--- src/rtl/coin_acceptor_if.sv ---
// Coin sensor inputs and coin-code outputs of the coin acceptor, bundled as one port.
// Latency: none; this is wiring only.
// Backpressure: none; the sensors cannot be stalled and the outputs are pulses or levels.
interface coin_acceptor_if;
  logic       coin5_raw;
  logic       coin10_raw;
  logic [1:0] coin_code;
  logic       reject;
  logic       overflow;
  logic [1:0] pending;

  // Sensor side: drives the raw slot sensors and observes the acceptor's outputs.
  modport master (
    output coin5_raw,
    output coin10_raw,
    input  coin_code,
    input  reject,
    input  overflow,
    input  pending
  );

  // Acceptor side: samples the raw sensors and produces the coin codes.
  modport slave (
    input  coin5_raw,
    input  coin10_raw,
    output coin_code,
    output reject,
    output overflow,
    output pending
  );
endinterface

--- src/rtl/coin_acceptor.sv ---
// Debounces two coin sensors, queues qualified coins and emits them as spaced one-cycle codes.
// Latency: a stable rise first sampled at edge 0 appears on coin_code after edge DEB_CYCLES+3.
// Backpressure: none upstream; a 2-entry queue absorbs bursts and drops (overflow pulse) when full.
module coin_acceptor #(
  parameter int DEB_CYCLES = 4,
  parameter int GAP        = 1
) (
  input  logic           clk,
  input  logic           R,
  coin_acceptor_if.slave bus
);

  localparam logic [3:0] DEB_LAST  = 4'(DEB_CYCLES - 1);
  localparam logic [3:0] DEB_FULL  = 4'(DEB_CYCLES);
  localparam logic [2:0] GAP_LOAD  = 3'(GAP);
  localparam logic [1:0] CODE_NONE = 2'b00;
  localparam logic [1:0] CODE_FIVE = 2'b01;
  localparam logic [1:0] CODE_TEN  = 2'b10;

  typedef enum logic [1:0] {
    IDLE    = 2'd0,
    CONFIRM = 2'd1,
    HELD    = 2'd2,
    RELEASE = 2'd3
  } chan_state_t;

  // Bit 0 is the 5-unit slot, bit 1 the 10-unit slot, everywhere below.
  logic [1:0] raw;
  logic [1:0] meta_q;
  logic [1:0] sync_q;
  logic [1:0] qual;

  assign raw = {bus.coin10_raw, bus.coin5_raw};

  // Two-flop synchronizer per sensor; nothing else ever looks at the raw pins.
  always_ff @(posedge clk) begin
    if (R) begin
      meta_q <= '0;
      sync_q <= '0;
    end else begin
      meta_q <= raw;
      sync_q <= meta_q;
    end
  end

  // One debounce FSM per slot. A coin qualifies once on entry to HELD; it must then
  // stay absent for DEB_CYCLES samples before the slot re-arms, so bounce while the
  // coin sits in the slot never produces a second code.
  for (genvar ch = 0; ch < 2; ch++) begin : g_chan
    chan_state_t state_q;
    chan_state_t state_d;
    logic [3:0]  cnt_q;
    logic [3:0]  cnt_d;
    logic        qual_q;
    logic        qual_d;
    logic        in_s;

    assign in_s = sync_q[ch];

    // Slot state, stable-sample counter and the registered one-cycle qualify pulse.
    always_ff @(posedge clk) begin
      if (R) begin
        state_q <= IDLE;
        cnt_q   <= '0;
        qual_q  <= 1'b0;
      end else begin
        state_q <= state_d;
        cnt_q   <= cnt_d;
        qual_q  <= qual_d;
      end
    end

    // Next-state: count consecutive equal samples, qualify on the last confirm sample.
    always_comb begin
      state_d = state_q;
      cnt_d   = cnt_q;
      qual_d  = 1'b0;
      case (state_q)
        IDLE: begin
          if (in_s) begin
            state_d = CONFIRM;
            cnt_d   = 4'd1;
          end
        end
        CONFIRM: begin
          if (!in_s) begin
            state_d = IDLE;
            cnt_d   = '0;
          end else if (cnt_q == DEB_LAST) begin
            state_d = HELD;
            cnt_d   = DEB_FULL;
            qual_d  = 1'b1;
          end else begin
            cnt_d = cnt_q + 4'd1;
          end
        end
        HELD: begin
          if (!in_s) begin
            state_d = RELEASE;
            cnt_d   = 4'd1;
          end
        end
        RELEASE: begin
          if (in_s) begin
            state_d = HELD;
            cnt_d   = DEB_FULL;
          end else if (cnt_q == DEB_LAST) begin
            state_d = IDLE;
            cnt_d   = '0;
          end else begin
            cnt_d = cnt_q + 4'd1;
          end
        end
        default: begin
          state_d = IDLE;
          cnt_d   = '0;
        end
      endcase
    end

    assign qual[ch] = qual_q;
  end

  // Qualify combination: exactly one slot pushes its code, both at once is a jam.
  logic       push;
  logic       jam;
  logic [1:0] push_code;

  assign push      = qual[0] ^ qual[1];
  assign jam       = qual[0] & qual[1];
  assign push_code = qual[0] ? CODE_FIVE : CODE_TEN;

  // Two-entry arrival-order queue plus the output spacing counter.
  logic [1:0] fifo_q [2];
  logic [1:0] fifo_d [2];
  logic [1:0] count_q;
  logic [1:0] count_d;
  logic       drop;
  logic       pop;
  logic [2:0] gap_q;
  logic [2:0] gap_d;
  logic [1:0] code_q;
  logic [1:0] code_d;
  logic       reject_q;
  logic       overflow_q;

  // The head leaves only when the spacing counter has run out.
  assign pop = (gap_q == 3'd0) && (count_q != 2'd0);

  // Queue update: pop first, then place the new code behind whatever remains, so a
  // push and pop on a full queue both succeed; a push into a still-full queue drops.
  always_comb begin
    fifo_d  = fifo_q;
    count_d = count_q;
    drop    = 1'b0;
    if (pop) begin
      fifo_d[0] = fifo_q[1];
      fifo_d[1] = CODE_NONE;
      count_d   = count_q - 2'd1;
    end
    if (push) begin
      case (count_d)
        2'd0: begin
          fifo_d[0] = push_code;
          count_d   = 2'd1;
        end
        2'd1: begin
          fifo_d[1] = push_code;
          count_d   = 2'd2;
        end
        default: drop = 1'b1;
      endcase
    end
  end

  // Output stage: a popped code shows for one cycle, then GAP cycles of 00 follow.
  always_comb begin
    code_d = CODE_NONE;
    gap_d  = gap_q;
    if (pop) begin
      code_d = fifo_q[0];
      gap_d  = GAP_LOAD;
    end else if (gap_q != 3'd0) begin
      gap_d = gap_q - 3'd1;
    end
  end

  // Queue, spacing and output registers; reset discards everything queued.
  always_ff @(posedge clk) begin
    if (R) begin
      fifo_q[0]  <= CODE_NONE;
      fifo_q[1]  <= CODE_NONE;
      count_q    <= '0;
      gap_q      <= '0;
      code_q     <= CODE_NONE;
      reject_q   <= 1'b0;
      overflow_q <= 1'b0;
    end else begin
      fifo_q     <= fifo_d;
      count_q    <= count_d;
      gap_q      <= gap_d;
      code_q     <= code_d;
      reject_q   <= jam;
      overflow_q <= drop;
    end
  end

  assign bus.coin_code = code_q;
  assign bus.reject    = reject_q;
  assign bus.overflow  = overflow_q;
  assign bus.pending   = count_q;

  // The vending machine treats 11 as undefined, so it must never appear.
  a_code_legal : assert property (@(posedge clk) disable iff (R) code_q != 2'b11);

  // Occupancy can never exceed the two physical entries.
  a_pending_range : assert property (@(posedge clk) disable iff (R) count_q <= 2'd2);

  // A jam never pushes, so it can never coincide with a dropped push.
  a_jam_excl : assert property (@(posedge clk) disable iff (R) !(reject_q && overflow_q));

endmodule

--- src/flat_wrapper.sv ---
// flat-port wrapper written by rule: the top's interface ports become plain ports
module coin_acceptor_flat 
#(
  parameter int DEB_CYCLES = 4,
  parameter int GAP        = 1
)
  (clk, R, bus_coin5_raw, bus_coin10_raw, bus_coin_code, bus_reject, bus_overflow, bus_pending);
  coin_acceptor_if bus_i ();
  input  logic clk;
  input  logic R;
  input wire logic [$bits(bus_i.coin5_raw)-1:0] bus_coin5_raw;
  input wire logic [$bits(bus_i.coin10_raw)-1:0] bus_coin10_raw;
  output wire logic [$bits(bus_i.coin_code)-1:0] bus_coin_code;
  output wire logic [$bits(bus_i.reject)-1:0] bus_reject;
  output wire logic [$bits(bus_i.overflow)-1:0] bus_overflow;
  output wire logic [$bits(bus_i.pending)-1:0] bus_pending;
  assign bus_i.coin5_raw = bus_coin5_raw;
  assign bus_i.coin10_raw = bus_coin10_raw;
  assign bus_coin_code = bus_i.coin_code;
  assign bus_reject = bus_i.reject;
  assign bus_overflow = bus_i.overflow;
  assign bus_pending = bus_i.pending;
  coin_acceptor #(.DEB_CYCLES(DEB_CYCLES), .GAP(GAP)) u_core (.clk(clk), .R(R), .bus(bus_i));
endmodule
--- config.mk ---
export PLATFORM = sky130hd
export DESIGN_NAME = coin_acceptor_flat
export DESIGN_NICKNAME = d
export VERILOG_FILES = /design/src/rtl/coin_acceptor_if.sv /design/src/rtl/coin_acceptor.sv /design/src/flat_wrapper.sv
export SDC_FILE = /design/constraint.sdc
export NUM_CORES = 1
export LEC_CHECK = 0
export ABC_CLOCK_PERIOD_IN_PS = 6700
export BUFFER_PORTS_ARGS = -buffer_cell sky130_fd_sc_hd__buf_2
export CAP_MARGIN = 25
export CORE_ASPECT_RATIO = 1.5
export CORE_UTILIZATION = 39
export CTS_CLUSTER_SIZE = 16
export DETAILED_ROUTE_END_ITERATION = 6
export GPL_TIMING_DRIVEN = 0
export PLACE_DENSITY = 0.56
export SLEW_MARGIN = 20
export SYNTH_ARGS = -nofsm -noshare
export SYNTH_HDL_FRONTEND = slang
export SYNTH_SLANG_ARGS = --single-unit
--- constraint.sdc ---
create_clock -name clk -period 6.7 [get_ports clk]
set_input_delay 0.335 -clock clk [delete_from_list [all_inputs] [get_ports clk]]
set_output_delay 0.335 -clock clk [all_outputs]
set_load 0.02 [all_outputs]
==> run summary <==
Once the floorplan was initialized, standard cells occupied approximately two fifths of the core. The fill cell instance count of the final layout came out at between 300 and 400. The signal on the critical path passes through inv_1 > ha_1 > or3b_1 > buf_6 > mux2_4 > ha_1 > or3b_2 > o31ai_4. The highest cell delay on the worst timing path came out at 470 ps. The synthesized-area fraction occupied by ao, oa, aoi and oai cells is approximately an eighth. Counting instances, the worst hold path has a depth of 2. The H-tree was split into 2 levels. Summing the areas of all fa, ha and maj instances in the mapped netlist gives roughly 7.7% of the synthesized area. The number of distinct standard cells referenced by the synthesized netlist is 45. Entering global routing, the biggest net connects 11 pins. In the final routed layout, each cell accounts on average for 12.45 um.

The wire length of the first global-routing pass is around 4600 um. Among all flip-flop cells after synthesis, the most frequent one is sky130_fd_sc_hd__dfxtp_1. The transition at the pin with the smallest max-transition slack came out at 517.7 ps.

The latest clock arrival within the worst-skew pair came out at 280 ps. The cell that appears most often on the critical path is sky130_fd_sc_hd__ha_1. The number of DRC markers after the initial detailed-route iteration came out at 21. The required time of the critical path is 6890 ps.

The cell area after layout came out at 1659 um^2. The standby leakage power is 0.0006935 uW. The async set or reset register ratio after synthesis came out at 0%. The total via count after detailed routing came out at 1109. The final layout net count is ~180. The highest layer touched by signal routing is met4.

The wire length on met3 is about 120 um. In this run the worst hold path is classified as input pin to flip-flop. The depth of the most critical reg-to-reg path is 8. The smallest clock period supported by the final layout is computed as 2336 ps. The setup TNS came out at 0 ps. Setup slack on the worst reg-to-reg path comes out at approximately 4400 ps. The root buffer cell is sky130_fd_sc_hd__clkbuf_8. The relative max-transition margin came out at 65.48%. CTS saw 31 sinks. The total routing usage reported by global routing came out at about 16%. The mapped cell area is 1461 um^2.

The TritonCTS clock tree is yes. Of the synthesized area, sequential elements account for 42.47%. Synthesis handed over a netlist of 155 instances.

The cell area after placement came out at 1559 um^2. The routed design has roughly 2700 um of wire. Port buffering added 9 buffers. The residual overflow from global routing came out at 0. Yosys mapped a number of flops with a built-in enable equal to 0. In this run the vertical extent of the chip is 76.97 um.

The end point of the worst hold path is u_core.meta_q[1]. The mux share of post-synthesis cell area came out at ~5.2%. The end of the worst register-to-register path is u_core.bus.pending[1]. The number of failing setup endpoints in the final timing report is 0. The number of hold violations in the final report is 0. Setup repair after global routing left no endpoint under its margin.

The fmax is 0.4280 GHz. The core area came out at 3481 um^2. The maximum count of clock buffers along a single path came out at 2. The net count of the mapped netlist came out at 168.

The post-DP HPWL came out at 1951 um. The number of antenna violations at the first check in global routing is 0. The total of max-cap violations is 0. The worst setup path is launched from a flip-flop.

The share of cells above drive strength 1 came out at between 15 and 20%. The critical-path maximum fanout is 8. The number of buffers inserted during clock tree synthesis came out at 5. The floorplan die area is about 4000 um^2. The number of gates given a new drive strength after cts is 0. The length of routed wiring on met1 came out at between 1000 and 1500 um. The total number of placement rows is 26. The clock-pin slew on the worst setup and hold paths is approximately 60 ps. The critical path is of the flip-flop to flip-flop type. Among all stages on the critical path, the largest delay is contributed by sky130_fd_sc_hd__or3b_2.

Dividing total power by cell area gives a power density of 309.9 nW/um^2. Post-CTS timing repair inserted 0 buffers for setup. The Yosys step of the flow raised 0 warnings. In the layout the commonest cells are sky130_fd_sc_hd__dfxtp_1 (31), sky130_fd_sc_hd__nor2_1 (14), sky130_fd_sc_hd__buf_2 (11).

The I/O pin count is 10. Leaving out fill and tap cells, the most frequent cell in the layout is sky130_fd_sc_hd__dfxtp_1. The synthesis-to-layout area growth came out at 13.53%. IR analysis of the VDD net gives a maximum drop of between 0.00015 and 0.0002 V.

The part of the cycle the worst path needs came out at 34.87%. The simple-gate portion of the synthesized area is 23.46%. Before antenna repair, the detailed router went through 4 iterations. The synthesized design contains 31 register bits.

After synthesis, the largest family of logic cells by area is simple AND/OR/NAND/NOR gates. The number of slew-limit violations in the final report is 0. The amount of wire on met2 after detailed routing came out at around 1400 um. The launch instance of the worst min-delay path is bus_coin10_raw.

The number of hold buffers added after CTS was 0. The final weighted congestion of routability-driven global placement is 0.7795. STA classifies the critical path endpoint as a flip-flop.

The worst hold slack after final layout came out at approximately 270 ps. The post-detailed-route DRC marker count is 0. The signal arrival time at the worst endpoint came out at 2530 ps.

The flow ran to the end, and the final reports show no timing, DRC or antenna violations. The number of antenna diodes in the final layout is 0. The worst register-to-register path begins at u_core.bus.pending[0].

The synthesized area per cell came out at 9.428 um^2. In the routed layout, each cell is associated on average with a via count of 5.182. The die extent in x came out at 51.98 um. Once layout is complete, the utilization of the core stands at ~48%. The area share of xor/xnor cells in the synthesized design is under 10%. The number of global-route vias before repair came out at 1108. The post-route clock skew is 4.938 ps. The post-route antenna net violation count came out at 0.
[per-stage QoR]
step / worst slack (ps) / instances / total power, uW
finish: 4364 / 214 / 514.1
global route: 4282 / 214 / 546.5
CTS: 4349 / 214 / 523.1
detailed placement: 4368 / 206 / 362.2
global placement: 4399 / 206 / 353.7
floorplan: 4348 / 155 / 328.8
[state kept, by name, indices dropped and copies added (netlist names), named ones only]
name / cells
u_core.bus.pending: 2
u_core.sync_q: 2
u_core.g_chan.state_q: 2
u_core.bus.reject: 1
u_core.meta_q: 2
u_core.bus.coin_code: 2
u_core.bus.overflow: 1
u_core.g_chan.qual_q: 2
u_core.fifo_q: 4
u_core.g_chan.cnt_q: 8
u_core.gap_q: 3
[synth_stat cells, types with 2 or more instances]
cell / count / area [um^2]
sky130_fd_sc_hd__a211oi_1: 4 / 30.03
sky130_fd_sc_hd__a21o_1: 3 / 22.52
sky130_fd_sc_hd__a21oi_1: 8 / 40.04
sky130_fd_sc_hd__and3_1: 3 / 18.77
sky130_fd_sc_hd__and4bb_2: 2 / 25.02
sky130_fd_sc_hd__buf_2: 2 / 10.01
sky130_fd_sc_hd__buf_4: 2 / 15.01
sky130_fd_sc_hd__clkbuf_1: 3 / 11.26
sky130_fd_sc_hd__dfxtp_1: 31 / 620.6
sky130_fd_sc_hd__ha_1: 9 / 112.6
sky130_fd_sc_hd__inv_1: 8 / 30.03
sky130_fd_sc_hd__mux2i_1: 5 / 50.05
sky130_fd_sc_hd__nand2_1: 6 / 22.52
sky130_fd_sc_hd__nand2b_1: 4 / 25.02
sky130_fd_sc_hd__nand3_1: 9 / 45.04
sky130_fd_sc_hd__nor2_1: 14 / 52.55
sky130_fd_sc_hd__nor2b_1: 5 / 31.28
sky130_fd_sc_hd__nor3_1: 4 / 20.02
sky130_fd_sc_hd__nor3b_1: 3 / 22.52
sky130_fd_sc_hd__or2_2: 2 / 12.51
sky130_fd_sc_hd__xnor2_1: 3 / 26.28
sky130_fd_sc_hd__xor2_1: 2 / 17.52
[routing by layer]
metal,GRT usage [%],up-vias
met5,0,-
met1,16.44,504
met2,25.13,25
met3,5.952,5
li1,-,575
met4,9.189,0
[cell type report]
| cell class | instances | area, um^2 | area share (%) |
|---|---|---|---|
| Multi-Input combinational cell | 107 | 759.5 | 45.78 |
| Sequential cell | 31 | 620.6 | 37.41 |
| Buffer | 9 | 51.30 | 3.092 |
| Tap cell | 42 | 52.55 | 3.167 |
| Inverter | 8 | 30.03 | 1.810 |
| Clock buffer | 8 | 100.1 | 6.033 |
| Timing Repair Buffer | 9 | 45.04 | 2.715 |
[how the worst max path moves through the flow]
stage                                startpoint                    end  slack, ps  depth (start not counted)
after floorplan           u_core.bus.pending[0]  u_core.bus.pending[1]       4350                          8
final                     u_core.bus.pending[0]  u_core.bus.pending[1]       4360                          8
after detailed placement  u_core.bus.pending[0]  u_core.bus.pending[1]       4370                          8
after global placement    u_core.bus.pending[0]  u_core.bus.pending[1]       4400                          8
after CTS                 u_core.bus.pending[0]  u_core.bus.pending[1]       4350                          8
after global routing      u_core.bus.pending[0]  u_core.bus.pending[1]       4280                          9
[cells by family (layout without fill, tap and decap cells)]
kind of cell,Yosys count,in the layout
flip-flops,31,31
buffers and inverters,17,34
AO/OA/AOI/OAI,25,25
XOR/XNOR,5,5
multiplexers,7,7
adder cells (fa/ha/maj),9,9
AND/OR/NAND/NOR,61,61
[where the power goes]
| part | switching, uW | internal (uW) |
|---|---|---|
| logic | 78.8 | 67.9 |
| clock network | 65.0 | 93.6 |
| registers | 9.76 | 199 |
[critical path, delay by kind of cell (launching register included)]
kind	cells	cell delay (ps)
AND/OR/NAND/NOR	2	850
adder cells (fa/ha/maj)	2	420
flip-flops	1	370
multiplexers	1	330
buffers and inverters	2	220
AO/OA/AOI/OAI	1	70
No activity file was read; power rests on OpenSTA's default activity.
